<file path="config.mk">
export PLATFORM = sky130hd
export DESIGN_NAME = program_loader_arbiter
export DESIGN_NICKNAME = d
export VERILOG_FILES = /design/src/rtl/program_loader_arbiter.sv
export SDC_FILE = /design/constraint.sdc
export NUM_CORES = 1
export LEC_CHECK = 0
export ABC_AREA = 1
export CORE_MARGIN = 8
export CORE_UTILIZATION = 44
export DETAILED_ROUTE_END_ITERATION = 7
export GPL_ROUTABILITY_DRIVEN = 0
export PLACE_DENSITY = 0.85
export SETUP_SLACK_MARGIN = 0.02
export SYNTH_ARGS = -nofsm -noshare
export SYNTH_HDL_FRONTEND = slang
export SYNTH_SLANG_ARGS = --single-unit
export TNS_END_PERCENT = 1
</file>
<file path="constraint.sdc">
create_clock -name clk -period 2.5 [get_ports clk]
set_clock_uncertainty 0.15 [all_clocks]
set_input_delay 0.5 -clock clk [delete_from_list [all_inputs] [get_ports clk]]
set_output_delay 0.5 -clock clk [all_outputs]
set_load 0.01 [all_outputs]
</file>
<file path="src/rtl/program_loader_arbiter.sv">
// Boot-time owner of the program memory: assembles a big-endian byte stream into
// 32-bit words, writes them from word 0 upward, then hands the read port to the CPU.
module program_loader_arbiter #(
  parameter int MEMORY_DEPTH = 32,
  parameter int DATA_WIDTH   = 32,
  parameter int ADDR_WIDTH   = 5
) (
  input  logic                  clk,
  input  logic                  reset,
  input  logic                  start_load,
  input  logic [ADDR_WIDTH:0]   load_words,
  input  logic [7:0]            byte_data,
  input  logic                  byte_valid,
  output logic                  byte_ready,
  input  logic [DATA_WIDTH-1:0] cpu_pc,
  output logic                  cpu_stall,
  output logic [DATA_WIDTH-1:0] instruction,
  output logic                  addr_fault,
  output logic                  mem_we,
  output logic [ADDR_WIDTH-1:0] mem_waddr,
  output logic [DATA_WIDTH-1:0] mem_wdata,
  output logic [ADDR_WIDTH-1:0] mem_raddr,
  input  logic [DATA_WIDTH-1:0] mem_rdata,
  output logic                  load_done
);

  typedef enum logic [1:0] {IDLE, LOAD, RUN} state_t;

  localparam logic [ADDR_WIDTH:0]   LP_DEPTH   = (ADDR_WIDTH+1)'(MEMORY_DEPTH);
  localparam logic [DATA_WIDTH-3:0] LP_DEPTH_W = (DATA_WIDTH-2)'(MEMORY_DEPTH);

  state_t                r_state;
  state_t                w_state_nxt;
  logic [ADDR_WIDTH:0]   r_target;
  logic [ADDR_WIDTH:0]   r_word_ptr;
  logic [1:0]            r_byte_cnt;
  logic [DATA_WIDTH-1:0] r_shift;
  logic                  r_we;
  logic [ADDR_WIDTH-1:0] r_waddr;
  logic [DATA_WIDTH-1:0] r_wdata;
  logic                  r_load_done;

  logic                  w_accept;
  logic                  w_word_done;
  logic                  w_last_word;
  logic                  w_restart;
  logic                  w_fault;
  logic [ADDR_WIDTH:0]   w_target_new;
  logic [DATA_WIDTH-1:0] w_word;

  function automatic logic [ADDR_WIDTH:0] sat_target(input logic [ADDR_WIDTH:0] n);
    return (n > LP_DEPTH) ? LP_DEPTH : n;
  endfunction

  assign w_accept     = (r_state == LOAD) && byte_valid;
  assign w_word_done  = w_accept && (r_byte_cnt == 2'd3);
  assign w_last_word  = w_word_done && ((r_word_ptr + 1'b1) == r_target);
  assign w_restart    = start_load && (r_state != LOAD);
  assign w_target_new = sat_target(load_words);
  assign w_word       = {r_shift[DATA_WIDTH-9:0], byte_data};
  assign w_fault      = (cpu_pc[1:0] != 2'b00) || (cpu_pc[DATA_WIDTH-1:2] >= LP_DEPTH_W);

  always_comb begin
    w_state_nxt = r_state;
    case (r_state)
      IDLE, RUN: if (start_load) w_state_nxt = (w_target_new == '0) ? RUN : LOAD;
      LOAD:      if (w_last_word) w_state_nxt = RUN;
      default:   w_state_nxt = IDLE;
    endcase
  end

  always_comb begin
    cpu_stall   = 1'b1;
    byte_ready  = 1'b0;
    instruction = '0;
    addr_fault  = 1'b0;
    mem_raddr   = '0;
    case (r_state)
      LOAD: byte_ready = 1'b1;
      RUN: begin
        cpu_stall   = 1'b0;
        mem_raddr   = cpu_pc[ADDR_WIDTH+1:2];
        addr_fault  = w_fault;
        instruction = w_fault ? '0 : mem_rdata;
      end
      default: ;
    endcase
  end

  // Assembly stage: byte shift, word pointer and the registered write port
  always_ff @(posedge clk) begin
    if (reset) begin
      r_state     <= IDLE;
      r_target    <= '0;
      r_word_ptr  <= '0;
      r_byte_cnt  <= '0;
      r_shift     <= '0;
      r_we        <= 1'b0;
      r_waddr     <= '0;
      r_wdata     <= '0;
      r_load_done <= 1'b0;
    end else begin
      r_state <= w_state_nxt;
      r_we    <= 1'b0;
      if (w_restart) begin
        r_target    <= w_target_new;
        r_word_ptr  <= '0;
        r_byte_cnt  <= '0;
        r_load_done <= (w_target_new == '0);
      end
      if (w_accept) begin
        r_shift    <= w_word;
        r_byte_cnt <= r_byte_cnt + 2'd1;
        if (w_word_done) begin
          r_we       <= 1'b1;
          r_waddr    <= r_word_ptr[ADDR_WIDTH-1:0];
          r_wdata    <= w_word;
          r_word_ptr <= r_word_ptr + 1'b1;
          if (w_last_word) r_load_done <= 1'b1;
        end
      end
    end
  end

  assign mem_we    = r_we;
  assign mem_waddr = r_waddr;
  assign mem_wdata = r_wdata;
  assign load_done = r_load_done;

endmodule
</file>
==> results of run 1 <==
[layout by cell type, fill, tap and decap left out, types with 2 or more instances in the layout]
cell,synthesis,final
a31oi_1,2,2
o21ai_2,10,10
a21oi_1,34,33
o21ai_1,11,11
buf_12,0,2
buf_2,8,30
clkinv_4,0,2
a211oi_1,2,2
ha_1,2,2
o21ai_0,36,36
clkbuf_8,0,9
inv_1,52,52
nand3_1,51,51
nand4_1,7,7
clkdlybuf4s50_1,0,115
inv_6,0,2
dlygate4sd2_1,0,3
inv_2,3,3
buf_4,0,10
nor2_4,1,4
a22oi_1,3,3
nor2_2,1,7
buf_6,2,4
dfxtp_1,79,79
nand2_1,88,88
dlymetal6s2s_1,0,9
nor2_1,64,55
clkinv_2,0,2
[path summary, 6_finish.rpt]
check             cells after the start  slack (ns)             end     startpoint
setup / recovery                      8       -0.29  instruction[1]     cpu_pc[22]
hold / removal                        2        0.30     r_shift[18]    r_shift[18]
setup reg to reg                     11        0.75      r_state[1]  r_word_ptr[0]
hold reg to reg                       2        0.30     r_shift[18]    r_shift[18]
[Yosys cell counts]
master and number:
a211oi_1 2, a21oi_1 34, a22oi_1 3, a31oi_1 2
buf_1 3, buf_2 8, buf_6 2, clkbuf_1 14
dfxtp_1 79, ha_1 2, inv_1 52, inv_2 3
nand2_1 88, nand2_4 1, nand3_1 51, nand4_1 7
nor2_1 64, nor2_2 1, nor2_4 1, nor2_8 1
nor3_1 1, nor4_1 1, o21ai_0 36, o21ai_1 11
o21ai_2 10, o22ai_1 1, or2_0 1, or2_2 1
[cell type report]
class | instances | area share
repair buffers | 173 | 0.3042
flip-flops and latches | 79 | 0.3007
clock buffers | 9 | 0.02355
inverters | 55 | 0.03925
clock inverters | 7 | 0.01070
well taps | 102 | 0.02426
multi-input cells | 319 | 0.2973
[worst max-delay path, stage by stage]
cell             delay (ns)
clkdlybuf4s50_1        0.41
nor2_1                 0.12
nand4_1                0.17
nor4_2                 0.29
nand2_1                0.17
buf_12                 0.20
nor2_1                 0.11
buf_2                  0.16
[repair_timing]
action / in CTS / in global routing
pin swaps: 6 / 11
endpoints found under the setup margin: 33 / 33
gates resized for setup: 147 / 16
hold buffers: 0 / 0
setup buffers: 1 / 0
[metrics by stage]
stage                       util  worst slack, ns  TNS, ns  cells  power, mW
after floorplan                -           0.3598        0    480      1.466
after global placement    0.6742          -0.7029   -20.75    728      1.650
after detailed placement  0.6742          -0.7813   -23.57    728      1.659
after CTS                 0.6831          -0.3360   -8.530    745      2.512
after global routing      0.6878          -0.3964   -11.19    744      2.595
final                     0.6878          -0.2895   -7.781    744      2.491
[per-layer routing]
layer  GRT usage  up-vias
li1            -     1870
met1      0.2192     1665
met2      0.3579      146
met3     0.06753       24
met4     0.08790        0
met5           0        -
[power breakdown]
group | internal [mW] | leakage (nW) | total, mW | switching, mW
registers | 1.29 | 0.640 | 1.31 | 0.0175
logic | 0.170 | 1.45 | 0.318 | 0.149
clock network | 0.374 | 0.0959 | 0.863 | 0.489
[logic make-up (layout without fill, tap and decap cells)]
logic type	Yosys count	after routing
simple gates	218	218
compound gates	99	99
fa+ha+maj	2	2
buf+inv	82	244
flops	79	79
[registers in the layout (all words and copies together), names as in the netlist]
register    cells
mem_wdata      32
r_shift        24
load_done       1
r_target        6
mem_waddr       5
mem_we          1
r_state         2
r_word_ptr      6
r_byte_cnt      2
==> key figures, run 1 <==
Status
  – Outcome: finished, violations left
  – Failing checks: negative setup slack

Timing
  – Max Freq: 358.5 MHz
  – Worst slew pin tran: 0.5939 ns
  – RSZ-0062 raised after global routing: yes
  – Hold Fails Final Rpt: 0
  – Final Worst Setup Slack: -0.2895 ns
  – Hold Slack: 0.3014 ns
  – Max-slew violations: 0
  – Endpoints failing setup: 33
  – Period minus WS final: 2.790 ns
  – Max_slew headroom: 0.6035
  – Final worst path period share: 1.116

Synth
  – Top cells by area in the synthesized netlist: dfxtp_1 46%, nand2_1 9.6%, nand3_1 7.4%
  – Netlist cell types: 28
  – Post-Syn Area: 3431 um^2
  – Mapped Cells: 480
  – Synth Area in Adders: 0.007294
  – Post-synthesis register bit count: 79
  – Yosys top cell by area: dfxtp_1
  – Post-synth top area share: 0.4610
  – Largest family of logic cells by synthesized area: simple AND/OR/NAND/NOR gates
  – Post-synthesis compound-gate area fraction: 0.1601
  – Yosys warns: 0
  – Post-Synth Simple-Gate Area: 0.2746
  – Synth Area per Inst: 7.147 um^2
  – Post-Synth XOR/XNOR Area: 0
  – Mapped Nets: 564
  – Mux cell area share after synthesis: 0
  – Register area share after synthesis: 0.4610

Cells and area
  – # nets final: 721
  – Multi-input logic area: 1564 um^2
  – Register area: 1582 um^2
  – Layout cells sized above 1: 0.1417
  – Synth-to-Final Area Change: 53.32%
  – Fin area: 5260 um^2
  – Fill cells: 641
  – Diodes inserted: 0

Drt
  – Highest routed metal layer: met4
  – Met3 WL post-DR: 942 um
  – Wire per inst: 15.54 um
  – Post-route ant nets: 0
  – Via/cell ratio: 4.980
  – Via count: 3705
  – Drt pass-1 iters: 4
  – DRC viols: 0
  – WL met2: 5.711 mm
  – DRT Wirelength: 11.56 mm
  – M1 wire length: 4.599 mm
  – DRT iter0 DRCs: 231

Floorplan
  – Starting Density: 0.4486
  – Die Y: 104.3 um
  – # IOs: 161
  – Die Wd: 104.3 um
  – Die ar.: 10880 um^2
  – Num rows: 32
  – Core Area: 7647 um^2

Critical path
  – Largest fanout on the critical path: 28
  – Data required time of the critical path: 1.85 ns
  – CP arrival: 2.14 ns
  – Setup CP Type: input port to primary output
  – Setup crit start kind: input port
  – Worst setup EP type: primary output

Clock tree
  – CTS tree: built
  – H-Tree Depth: 3
  – Maximum clock path buffer count: 2
  – Clock Tree Root: clkbuf_8
  – CTS Sinks: 79
  – Total CTS buffers: 9
  – Clk pin slew, worst setup/hold paths: 0.09 ns
  – Worst skew pair latency: 0.35 ns

Placement
  – Post-DP HPWL: 8.965 mm
  – Port bufs: 160
  – Placed inst area: 5156 um^2

Global routing
  – Global route overflow: 0
  – Largest net degree at the start of global routing: 52
  – Initial antenna violation count: 0
  – Global-route wire length before repair: 18.42 mm
  – Vias in the first global route: 3622
  – Gr usage total: 0.2045

Pwr
  – Maximum VDD drop: 0.4673 mV
  – Pwr dens: 473.6 nW/um^2
  – Leakage: 2.187 nW

Job
  – Max-cap violations: 0

Worst hold path
  – Hold Crit Class: flip-flop to flip-flop
(Power assumes the default switching activity.)
==> inputs of run 2 (changes only) <==
--- a/config.mk
+++ b/config.mk
@@ -6,6 +6,7 @@
 export NUM_CORES = 1
 export LEC_CHECK = 0
 export ABC_AREA = 1
+export CAP_MARGIN = 20
 export CORE_MARGIN = 8
 export CORE_UTILIZATION = 44
 export DETAILED_ROUTE_END_ITERATION = 7
==> results of run 2 <==
Same layout as run 1: the final DEF is identical, and so are final timing and power.
==> inputs of run 3 (changes only) <==
--- a/config.mk
+++ b/config.mk
@@ -12,6 +12,7 @@
 export DETAILED_ROUTE_END_ITERATION = 7
 export GPL_ROUTABILITY_DRIVEN = 0
 export PLACE_DENSITY = 0.85
+export REMOVE_ABC_BUFFERS = 1
 export SETUP_SLACK_MARGIN = 0.02
 export SYNTH_ARGS = -nofsm -noshare
 export SYNTH_HDL_FRONTEND = slang
==> run 3 against run 2 <==
Against the previous run: non-clock buffer count increased by 4; fmax up 11%; setup slack better by 0.27 ns; core utilization rose by 3.5 points; via count is 2.0% higher; hold slack worse by 0.0014 ns; highest routed layer unchanged; power is 3.8% higher; clock-buffer cell count rose by 3; the flow still finishes with violations (negative setup slack); design area rose by 5.1%.
==> key figures, run 3 (synthesis results as in run 1) <==
Status
  – Outcome: finished, violations left
  – Failing checks: negative setup slack

Cells and area
  – Synth-to-Final Area Change: 61.12%
  – Most frequent cells in the layout: 102 x clkdlybuf4s50_1, 87 x nand2_1, 79 x dfxtp_1
  – Layout cells sized above 1: 0.1827 (+0.04092)
  – Commonest non-fill, non-tap cell in the layout: clkdlybuf4s50_1
  – Max FFs per register: 32 (unchanged)
  – Final Instance Count excl. Fillers: 748 (+0.54%)
  – Diodes inserted: 0 (unchanged)
  – # nets final: 725 (+0.55%)
  – Fin area: 5528 um^2 (+5.1%)

Timing
  – Endpoints failing setup: 1 (-97%)
  – Worst slew pin tran: 0.6167 ns (+0.02285 ns)
  – Final worst path period share: 1.010 (-0.1063)
  – RSZ-0062 raised after global routing: yes
  – Max_slew headroom: 0.5882 (-0.01526)
  – Max-slew violations: 0 (unchanged)
  – Final Worst Setup Slack: -0.02386 ns (+0.2657 ns)
  – Setup_tns: -0.02386 ns (+7.757 ns)
  – Period minus WS final: 2.524 ns (-0.2657 ns)
  – Max Freq: 396.2 MHz (+11%)
  – Hold Fails Final Rpt: 0 (unchanged)

Critical path
  – Setup CP Type: input port to primary output
  – CP dominant cell by count: nor2_1
  – R2r setup slk: 0.72 ns (-0.03 ns)
  – Worst path cell trace: dlymetal6s2s_1 -> nor2_1 -> nand4_1 -> nor4_4 -> nand2_4 -> buf_6 -> nor2_1 -> buf_2
  – Data required time of the critical path: 1.85 ns (about the same)
  – Setup crit start kind: input port
  – CP max stage cell: nor4_4
  – R2R cell count: 7 (-4)
  – Top delay family on crit path: simple AND/OR/NAND/NOR gates
  – CP peak stage delay: 0.31 ns (-0.10 ns)
  – Buf/Inv on CP: 3 (unchanged)
  – Worst setup EP type: primary output
  – R2R Path Start: r_byte_cnt[0]
  – Largest fanout on the critical path: 8 (-71%)
  – R2r endpoint: mem_wdata[29]
  – CP arrival: 1.87 ns (-0.27 ns)

Drt
  – Via count: 3780 (+2.0%)
  – DRC viols: 0 (unchanged)
  – Wire per inst: 16.05 um (+3.2%)
  – Drt pass-1 iters: 4 (unchanged)
  – DRT Wirelength: 12.00 mm (+3.8%)
  – DRT iter0 DRCs: 208 (-10%)
  – Via/cell ratio: 5.053 (+1.5%)
  – Post-route ant nets: 0 (unchanged)

Clock tree
  – H-Tree Depth: 3 (unchanged)
  – Clock Tree Root: clkbuf_8
  – CTS Sinks: 79 (unchanged)
  – Clk pin slew, worst setup/hold paths: 0.08 ns (about the same)
  – CTS tree: built
  – CTS Hold Buffers Added: 0 (unchanged)
  – Worst skew pair latency: 0.34 ns (about the same)
  – Total CTS buffers: 9 (unchanged)
  – Maximum clock path buffer count: 2 (unchanged)

Placement
  – Placed inst area: 5136 um^2 (-0.39%)
  – Placed Cells: 727 (-0.14%)
  – Port bufs: 160 (unchanged)
  – Worst slack, placed: -0.7424 ns (+0.03891 ns)
  – Post-DP HPWL: 8.444 mm (-5.8%)

Pwr
  – Pwr dens: 467.8 nW/um^2 (-1.2%)
  – Pwr Total: 2.586 mW (+3.8%)
  – Leakage: 2.334 nW (+6.7%)
  – Maximum VDD drop: 0.5014 mV (+7.3%)

Global routing
  – Global-route wire length before repair: 18.33 mm (-0.49%)
  – Initial antenna violation count: 0 (unchanged)
  – Largest net degree at the start of global routing: 52 (unchanged)
  – Gr usage total: 0.2036 (-0.0008801)
  – Vias in the first global route: 3565 (-1.6%)
  – Global route overflow: 0 (unchanged)

Floorplan
  – Num rows: 32 (unchanged)
  – Die Wd: 104.3 um (unchanged)
  – Core Area: 7647 um^2 (unchanged)
  – # IOs: 161 (unchanged)
  – Die Y: 104.3 um (unchanged)
  – Die ar.: 10880 um^2 (unchanged)
  – Starting Density: 0.4486 (unchanged)

Job
  – Max-cap violations: 0 (unchanged)

Worst hold path
  – Hold depth: 2 (unchanged)
  – Hold Crit Class: flip-flop to flip-flop
  – Worst hold path startpoint: r_shift[19]
  – Min-Delay Endpoint: r_shift[19]
## run 3: layer usage
layer,track usage,part of all wire
met3,0.04833,0.057
met1,0.2267,0.41
met4,0.06722,0.021
met5,0,0
met2,0.3689,0.52
## run 3: layout make-up
class / instances / area (um^2)
clock buffer: 12 / 155.1
fill: 589 / 2120
tap: 102 / 127.6
clock inverter: 4 / 51.30
multi-input combinational: 319 / 1680
sequential: 79 / 1582
inverter: 55 / 206.4
timing repair buffer: 177 / 1725
## run 3: worst max-delay path by stage
| stage | from | end | slack (ns) | cells after the start |
|---|---|---|---|---|
| floorplan | cpu_pc[26] | instruction[0] | 0.07 | 5 |
| global placement | cpu_pc[26] | instruction[30] | -0.64 | 8 |
| detailed placement | cpu_pc[30] | instruction[10] | -0.74 | 8 |
| CTS | cpu_pc[14] | instruction[10] | -0.21 | 8 |
| global route | cpu_pc[17] | instruction[18] | -0.11 | 8 |
| finish | cpu_pc[17] | instruction[18] | -0.02 | 8 |
## run 3: timing repair
action,4_1_cts,5_1_grt
buffers inserted,1,1
cloned,0,3
endpoints found under the setup margin,33,33
pin swaps,2,18
gates resized for setup,138,99
## run 3: power by group
| part | total [mW] | switching, mW | internal, mW |
|---|---|---|---|
| clock network | 0.952 | 0.434 | 0.518 |
| logic | 0.324 | 0.155 | 0.169 |
| registers | 1.31 | 0.0167 | 1.29 |
## run 3: through the flow
| stage | util | hold slack [ns] |
|---|---|---|
| after global routing | 0.7228 | 0.3326 |
| after detailed placement | 0.6716 | 0.2916 |
| final | 0.7228 | 0.3000 |
| after CTS | 0.6813 | 0.3022 |
| after floorplan | - | 0.2766 |
| after global placement | 0.6716 | 0.2827 |
## run 3: worst min-delay path: stages, from the launching register on
cell	delay, ns
dfxtp_1	0.30
inv_1	0.05
a21oi_1	0.05
